`src/rtl/key_pkg.sv`:
```
// key_pkg: shared key indices, repeat-FSM state type and width helper for
// the two-key up/down counter.
package key_pkg;

  // Bit positions of the keys on the raw key bus.
  localparam int unsigned KEY_UP_IDX = 1;
  localparam int unsigned KEY_DN_IDX = 0;

  // Auto-repeat state machine states.
  typedef enum logic [1:0] {
    ST_IDLE   = 2'd0,
    ST_HOLD   = 2'd1,
    ST_REPEAT = 2'd2
  } rpt_state_e;

  // Bits needed to count 0 .. n-1 (never less than one bit).
  function automatic int unsigned clog2(input int unsigned n);
    int unsigned w;
    for (w = 1; (32'd1 << w) < n; w++) begin
    end
    return w;
  endfunction

endpackage

```
`src/rtl/key_debounce.sv`:
```
// key_debounce: two-flop synchroniser, stability debouncer and registered
// press-edge strobe for one raw active-low key. key_level = 1 while the key
// is accepted as pressed; key_press pulses for one cycle on each new press.
module key_debounce import key_pkg::*; #(
  parameter int unsigned DEB_CYCLES = 20000
) (
  input  logic Sys_CLK,
  input  logic Sys_RST,
  input  logic key_raw,
  output logic key_level,
  output logic key_press
);

  localparam int unsigned      DEB_W    = clog2(DEB_CYCLES);
  localparam logic [DEB_W-1:0] DEB_LAST = DEB_W'(DEB_CYCLES - 1);

  logic             sync_q1;
  logic             sync_q2;
  logic             key_sync;
  logic [DEB_W-1:0] deb_cnt;
  logic             level_d;

  // Synchronised level in pressed-high sense.
  assign key_sync = ~sync_q2;

  // Synchronise the raw key; both flops rest at the released (high) level.
  // NOTE: Sys_RST sits in the sensitivity list so reset acts without a clock edge.
  always_ff @(posedge Sys_CLK or negedge Sys_RST) begin
    if (!Sys_RST) begin
      sync_q1 <= 1'b1;
      sync_q2 <= 1'b1;
    end else begin
      // NOTE: non-blocking assignments make every flop sample pre-edge values, giving a true two-stage shift.
      sync_q1 <= key_raw;
      sync_q2 <= sync_q1;
    end
  end

  // Accept a new level only after it has differed from the current one for DEB_CYCLES samples in a row.
  always_ff @(posedge Sys_CLK or negedge Sys_RST) begin
    if (!Sys_RST) begin
      deb_cnt   <= '0;
      key_level <= 1'b0;
    end else if (key_sync == key_level) begin
      deb_cnt <= '0;
    end else if (deb_cnt == DEB_LAST) begin
      key_level <= key_sync;
      deb_cnt   <= '0;
    end else begin
      deb_cnt <= deb_cnt + DEB_W'(1);
    end
  end

  // Registered one-cycle strobe on the accepted released->pressed transition.
  always_ff @(posedge Sys_CLK or negedge Sys_RST) begin
    if (!Sys_RST) begin
      level_d   <= 1'b0;
      key_press <= 1'b0;
    end else begin
      level_d   <= key_level;
      key_press <= key_level & ~level_d;
    end
  end

endmodule

```
`src/rtl/key_updown_counter.sv`:
```
// key_updown_counter: two-key (up/down) counter for the LED/display path.
// Keys are synchronised and debounced in the Sys_CLK domain; each accepted
// single-key press steps the counter by one, wrapping or saturating.
// Optional build macro KEY_AUTOREPEAT_EN adds hold-to-repeat stepping.
module key_updown_counter import key_pkg::*; #(
  parameter int unsigned CNT_W        = 4,
  parameter int unsigned DEB_CYCLES   = 20000,
  parameter bit          SATURATE     = 1'b0,
  parameter int unsigned RESET_VAL    = 0,
  parameter int unsigned REPEAT_DELAY = 8000000,
  parameter int unsigned REPEAT_RATE  = 2000000
) (
  input  logic             Sys_CLK,
  input  logic             Sys_RST,
  input  logic [1:0]       Key_In,
  output logic [CNT_W-1:0] Cnt_Out,
  output logic             Up_Pulse,
  output logic             Down_Pulse,
  output logic             At_Max,
  output logic             At_Min
);

  localparam logic [CNT_W-1:0] CNT_RST = CNT_W'(RESET_VAL);
  localparam logic [CNT_W-1:0] CNT_TOP = '1;

  logic [1:0] key_level;
  logic [1:0] key_press;
  logic       up_lvl;
  logic       dn_lvl;
  logic       up_ok;
  logic       dn_ok;
  logic       up_req;
  logic       dn_req;

  for (genvar k = 0; k < 2; k++) begin : g_key
    key_debounce #(
      .DEB_CYCLES (DEB_CYCLES)
    ) u_debounce (
      .Sys_CLK   (Sys_CLK),
      .Sys_RST   (Sys_RST),
      .key_raw   (Key_In[k]),
      .key_level (key_level[k]),
      .key_press (key_press[k])
    );
  end

  assign up_lvl = key_level[KEY_UP_IDX];
  assign dn_lvl = key_level[KEY_DN_IDX];

  // A press counts only while the other key is not held; this also drops
  // presses of both keys accepted in the same cycle.
  assign up_ok = key_press[KEY_UP_IDX] & ~dn_lvl;
  assign dn_ok = key_press[KEY_DN_IDX] & ~up_lvl;

`ifdef KEY_AUTOREPEAT_EN
  localparam int unsigned RPT_SPAN = (REPEAT_DELAY > REPEAT_RATE) ? REPEAT_DELAY : REPEAT_RATE;
  localparam int unsigned RPT_W    = clog2(RPT_SPAN);
  localparam logic [RPT_W-1:0] DELAY_LAST = RPT_W'(REPEAT_DELAY - 1);
  localparam logic [RPT_W-1:0] RATE_LAST  = RPT_W'(REPEAT_RATE - 1);

  rpt_state_e       rpt_state;
  logic             rpt_up;
  logic [RPT_W-1:0] rpt_cnt;
  logic             rpt_held;
  logic             rpt_due;

  // The repeating key is still the only key held.
  assign rpt_held = rpt_up ? (up_lvl & ~dn_lvl) : (dn_lvl & ~up_lvl);
  assign rpt_due  = (rpt_state == ST_HOLD) ? (rpt_cnt == DELAY_LAST) : (rpt_cnt == RATE_LAST);

  // Step requests: press edges in IDLE, timer expiries while held otherwise.
  always_comb begin
    // NOTE: defaults first so every path assigns both outputs and no latch is inferred.
    up_req = 1'b0;
    dn_req = 1'b0;
    if (rpt_state == ST_IDLE) begin
      up_req = up_ok;
      dn_req = dn_ok;
    end else if (rpt_held && rpt_due) begin
      up_req = rpt_up;
      dn_req = ~rpt_up;
    end
  end

  // Repeat FSM: IDLE -> HOLD on a press, HOLD -> REPEAT after the delay,
  // back to IDLE on release or when the other key joins in.
  always_ff @(posedge Sys_CLK or negedge Sys_RST) begin
    if (!Sys_RST) begin
      rpt_state <= ST_IDLE;
      rpt_up    <= 1'b0;
      rpt_cnt   <= '0;
    end else begin
      case (rpt_state)
        ST_IDLE: begin
          if (up_ok || dn_ok) begin
            rpt_state <= ST_HOLD;
            rpt_up    <= up_ok;
            rpt_cnt   <= '0;
          end
        end
        ST_HOLD, ST_REPEAT: begin
          if (!rpt_held) begin
            rpt_state <= ST_IDLE;
          end else if (rpt_due) begin
            rpt_state <= ST_REPEAT;
            rpt_cnt   <= '0;
          end else begin
            rpt_cnt <= rpt_cnt + RPT_W'(1);
          end
        end
        default: rpt_state <= ST_IDLE;
      endcase
    end
  end
`else
  assign up_req = up_ok;
  assign dn_req = dn_ok;

  // Repeat timing has no hardware in this build; the parameters stay on the
  // interface so instantiations are identical in both builds.
  if (REPEAT_DELAY == 0 && REPEAT_RATE == 0) begin : g_repeat_unused
  end
`endif

  // Count register and request pulses; saturation suppresses the change but not the pulse.
  always_ff @(posedge Sys_CLK or negedge Sys_RST) begin
    if (!Sys_RST) begin
      Cnt_Out    <= CNT_RST;
      Up_Pulse   <= 1'b0;
      Down_Pulse <= 1'b0;
    end else begin
      Up_Pulse   <= up_req;
      Down_Pulse <= dn_req;
      if (up_req) begin
        if (!(SATURATE && (Cnt_Out == CNT_TOP))) Cnt_Out <= Cnt_Out + CNT_W'(1);
      end else if (dn_req) begin
        if (!(SATURATE && (Cnt_Out == '0))) Cnt_Out <= Cnt_Out - CNT_W'(1);
      end
    end
  end

  assign At_Max = (Cnt_Out == CNT_TOP);
  assign At_Min = (Cnt_Out == '0);

endmodule
```
`config.mk`:
```
export PLATFORM = sky130hd
export DESIGN_NAME = key_updown_counter
export DESIGN_NICKNAME = d
export VERILOG_FILES = /design/src/rtl/key_pkg.sv /design/src/rtl/key_debounce.sv /design/src/rtl/key_updown_counter.sv
export SDC_FILE = /design/constraint.sdc
export NUM_CORES = 1
export LEC_CHECK = 0
export ABC_AREA = 1
export ABC_CLOCK_PERIOD_IN_PS = 3900
export CORE_MARGIN = 2
export CORE_UTILIZATION = 45
export CTS_BUF_LIST = sky130_fd_sc_hd__clkbuf_16
export CTS_CLUSTER_SIZE = 25
export DETAILED_ROUTE_END_ITERATION = 16
export GPL_TIMING_DRIVEN = 0
export PLACE_DENSITY = 0.67
export SLEW_MARGIN = 5
export SYNTH_ARGS = -nofsm -noshare
export SYNTH_HDL_FRONTEND = slang
export SYNTH_SLANG_ARGS = --single-unit
```
`constraint.sdc`:
```
create_clock -name Sys_CLK -period 3.9 [get_ports Sys_CLK]
set_input_delay 0.39 -clock Sys_CLK [delete_from_list [all_inputs] [get_ports Sys_CLK]]
set_output_delay 0.39 -clock Sys_CLK [all_outputs]
set_load 0.02 [all_outputs]
```
==> results.cfg <==
[route]
post-route-drc-count = 0
initialDrtViolationCount = 87
m1WireLength_um = 2081
vias_per_cell = 4.755
wl_per_cell_um = 11.18
wl_met3_um = 143
drt_first_pass_iters = 4
top_layer_used = met4
postRouteAntennaNets = 0
routed_wl_um = 4070
routed-via-count = 1731
met2_length_um = 1782

[job]
cap_violations = 0

[floorplanning]
die_y_um = 75.22
dieArea_sq_mm = 0.005657
die_w_um = 75.22
start_util_pct = 47.38
core_sq_mm = 0.004817
design.portCount = 12
rows = 25

[synthesis]
ys_ff_latch = 46
synth_seq_area_share_pct = 50.66
yosys_warnings = 0
avgSynthCellArea_sq_um = 8.239
syn_nets = 286
synth.distinct_cells = 24
syn_area_sq_mm = 0.002282
synth_cells = 277

[critical_path]
crit_chain = nor4_1 -> clkdlybuf4s50_1
crit_path_top_delay_cell = clkdlybuf4s50_1
end_kind = output port
r2r_end = g_key[0].u_debounce.deb_cnt[14]$_DFF_PN0_
cp_max_fo = 6
cp.buffers_inverters = 1
crit_type = reg -> out
rr_worst_depth = 4
arrival_ps = 1680
crit_family = buffers and inverters
cpPeakStageDelay_ps = 640
r2r_slack_ps = 2310
cp.required_ps = 3510
r2r-start = g_key[0].u_debounce.sync_q2$_DFF_PN1_
crit_path_start_kind = flip-flop

[finish]
area_growth_pct = 15.19
diodes = 0
fin_nets = 305
drive_gt1_share_pct = 9.091
layout.cells.non_filler = 364
mostFrequentLayoutCells = nand2_1, nor2_1, dfrtp_1
final_common_cell = nand2_1
postLayoutCellArea_sq_mm = 0.002629

[sta]
timing.final.crit_share_pct = 53.02
setup_tns_ps = 0
hold_viol = 0
clock_skew_ps = 6.084
hold_ws_ps = 34.61
setup_viol = 0
worstMarginPinSlew_ps = 649.0
timing.final.crit_period_ps = 2068
grt_setup_unrepaired = no
slew_headroom_pct = 56.58
final_max_slew_viol_count = 0
fmax_mhz = 483.6

[pwr]
p_per_area_mw_per_mm2 = 350.4
leakage_uw = 0.001100
ir_drop_mv = 0.1676
design_power_total_uw = 921.1

[global_routing]
grt_max_degree = 31
grt_overflow = 0
grt_pass1_vias = 1649
grt_use_total_pct = 17.08
grt_pass1_wl_um = 7341
antenna_found_initial = 0

[place]
dp_hpwl_um = 2896
dp_cells = 356
place_area_sq_mm = 0.002491
place.gp.congestion = 0.8145
io_buffers = 11

[cts]
ctsHoldBuffers = 0
cts_setup_buffers = 0
clk_pin_slew_worst_paths_ps = 60
cts_resized = 0
clock_path_buffers = 2
clock_latency_ps = 280
cts.htree.levels = 2
root_buffer = clkbuf_16
clock-sinks = 46
cts_buffers = 5
cts_tree = done

[hold_path]
min_path_type = in -> async

[outcome]
outcome = completed
per-layer routing:
metal | vias up | GRT usage [%]
met5 | - | 0
met4 | 0 | 6.238
met3 | 7 | 5.221
met2 | 22 | 25.93
met1 | 801 | 23.23
li1 | 901 | -
how the worst max path moves through the flow:
stage	startpoint	end	cells past startpoint
2_1_floorplan	Cnt_Out[0]$_DFFE_PN0P_	At_Min	1
3_3_place_gp	Sys_RST	g_key[1].u_debounce.deb_cnt[0]$_DFF_PN0_	1
3_5_place_dp	Cnt_Out[0]$_DFFE_PN0P_	At_Min	2
4_1_cts	Cnt_Out[0]$_DFFE_PN0P_	At_Min	2
5_1_grt	Cnt_Out[0]$_DFFE_PN0P_	At_Min	2
6_report	Cnt_Out[0]$_DFFE_PN0P_	At_Min	2
where the power goes:
part,internal (uW),leakage (uW),switching [uW]
registers,486,0.000624,4.52
logic,9.73,0.000404,19.8
clock network,232,0.0000724,169
synthesized netlist by cell type (all sizes together):
library cell | n | area (sq um)
nor3 | 4 | 20.02
nor2 | 56 | 240.2
nor4 | 1 | 6.260
nor3b | 4 | 30.03
inv | 36 | 135.1
a21oi | 5 | 25.02
nand4 | 9 | 56.30
dfrtp | 42 | 1051
or2 | 1 | 6.260
xor2 | 10 | 95.10
o21bai | 2 | 15.01
o21ai | 9 | 48.80
dfstp | 4 | 105.1
nand3 | 13 | 65.06
nand2 | 76 | 312.8
fa | 1 | 20.02
ha | 4 | 50.05
layout make-up:
cell class	instances	area [sq um]
inverters	36	135.1
clock inverters	3	12.51
flip-flops and latches	46	1156
fillers	458	2188
well taps	67	83.83
multi-input cells	195	991.0
repair buffers	12	125.1
clock buffers	5	125.1
per-stage QoR:
step                setup WS (ps)  util [%]
finish                       1832     54.57
global route                 1754     54.57
CTS                          1817     54.57
detailed placement           2131     51.71
global placement             1145     51.40
floorplan                    2248         -
sequential cells by signal, summed over array words and instances, names as in the netlist:
name and count:
Cnt_Out 4, Down_Pulse 1, Up_Pulse 1, g_key.u_debounce.deb_cnt 30, g_key.u_debounce.key_level 2, g_key.u_debounce.key_press 2
g_key.u_debounce.level_d 2, g_key.u_debounce.sync_q1 2, g_key.u_debounce.sync_q2 2
cell families (layout without fill, tap and decap cells):
| logic type | count (synthesis) | after routing | synth area share (%) |
|---|---|---|---|
| AO/OA/AOI/OAI | 16 | 16 | 3.892 |
| XOR/XNOR | 10 | 10 | 4.167 |
| adder cells (fa/ha/maj) | 5 | 5 | 3.070 |
| buffers and inverters | 36 | 56 | 5.921 |
| flip-flops | 46 | 46 | 50.66 |
| AND/OR/NAND/NOR | 164 | 164 | 32.29 |
(Power assumes the default switching activity.)
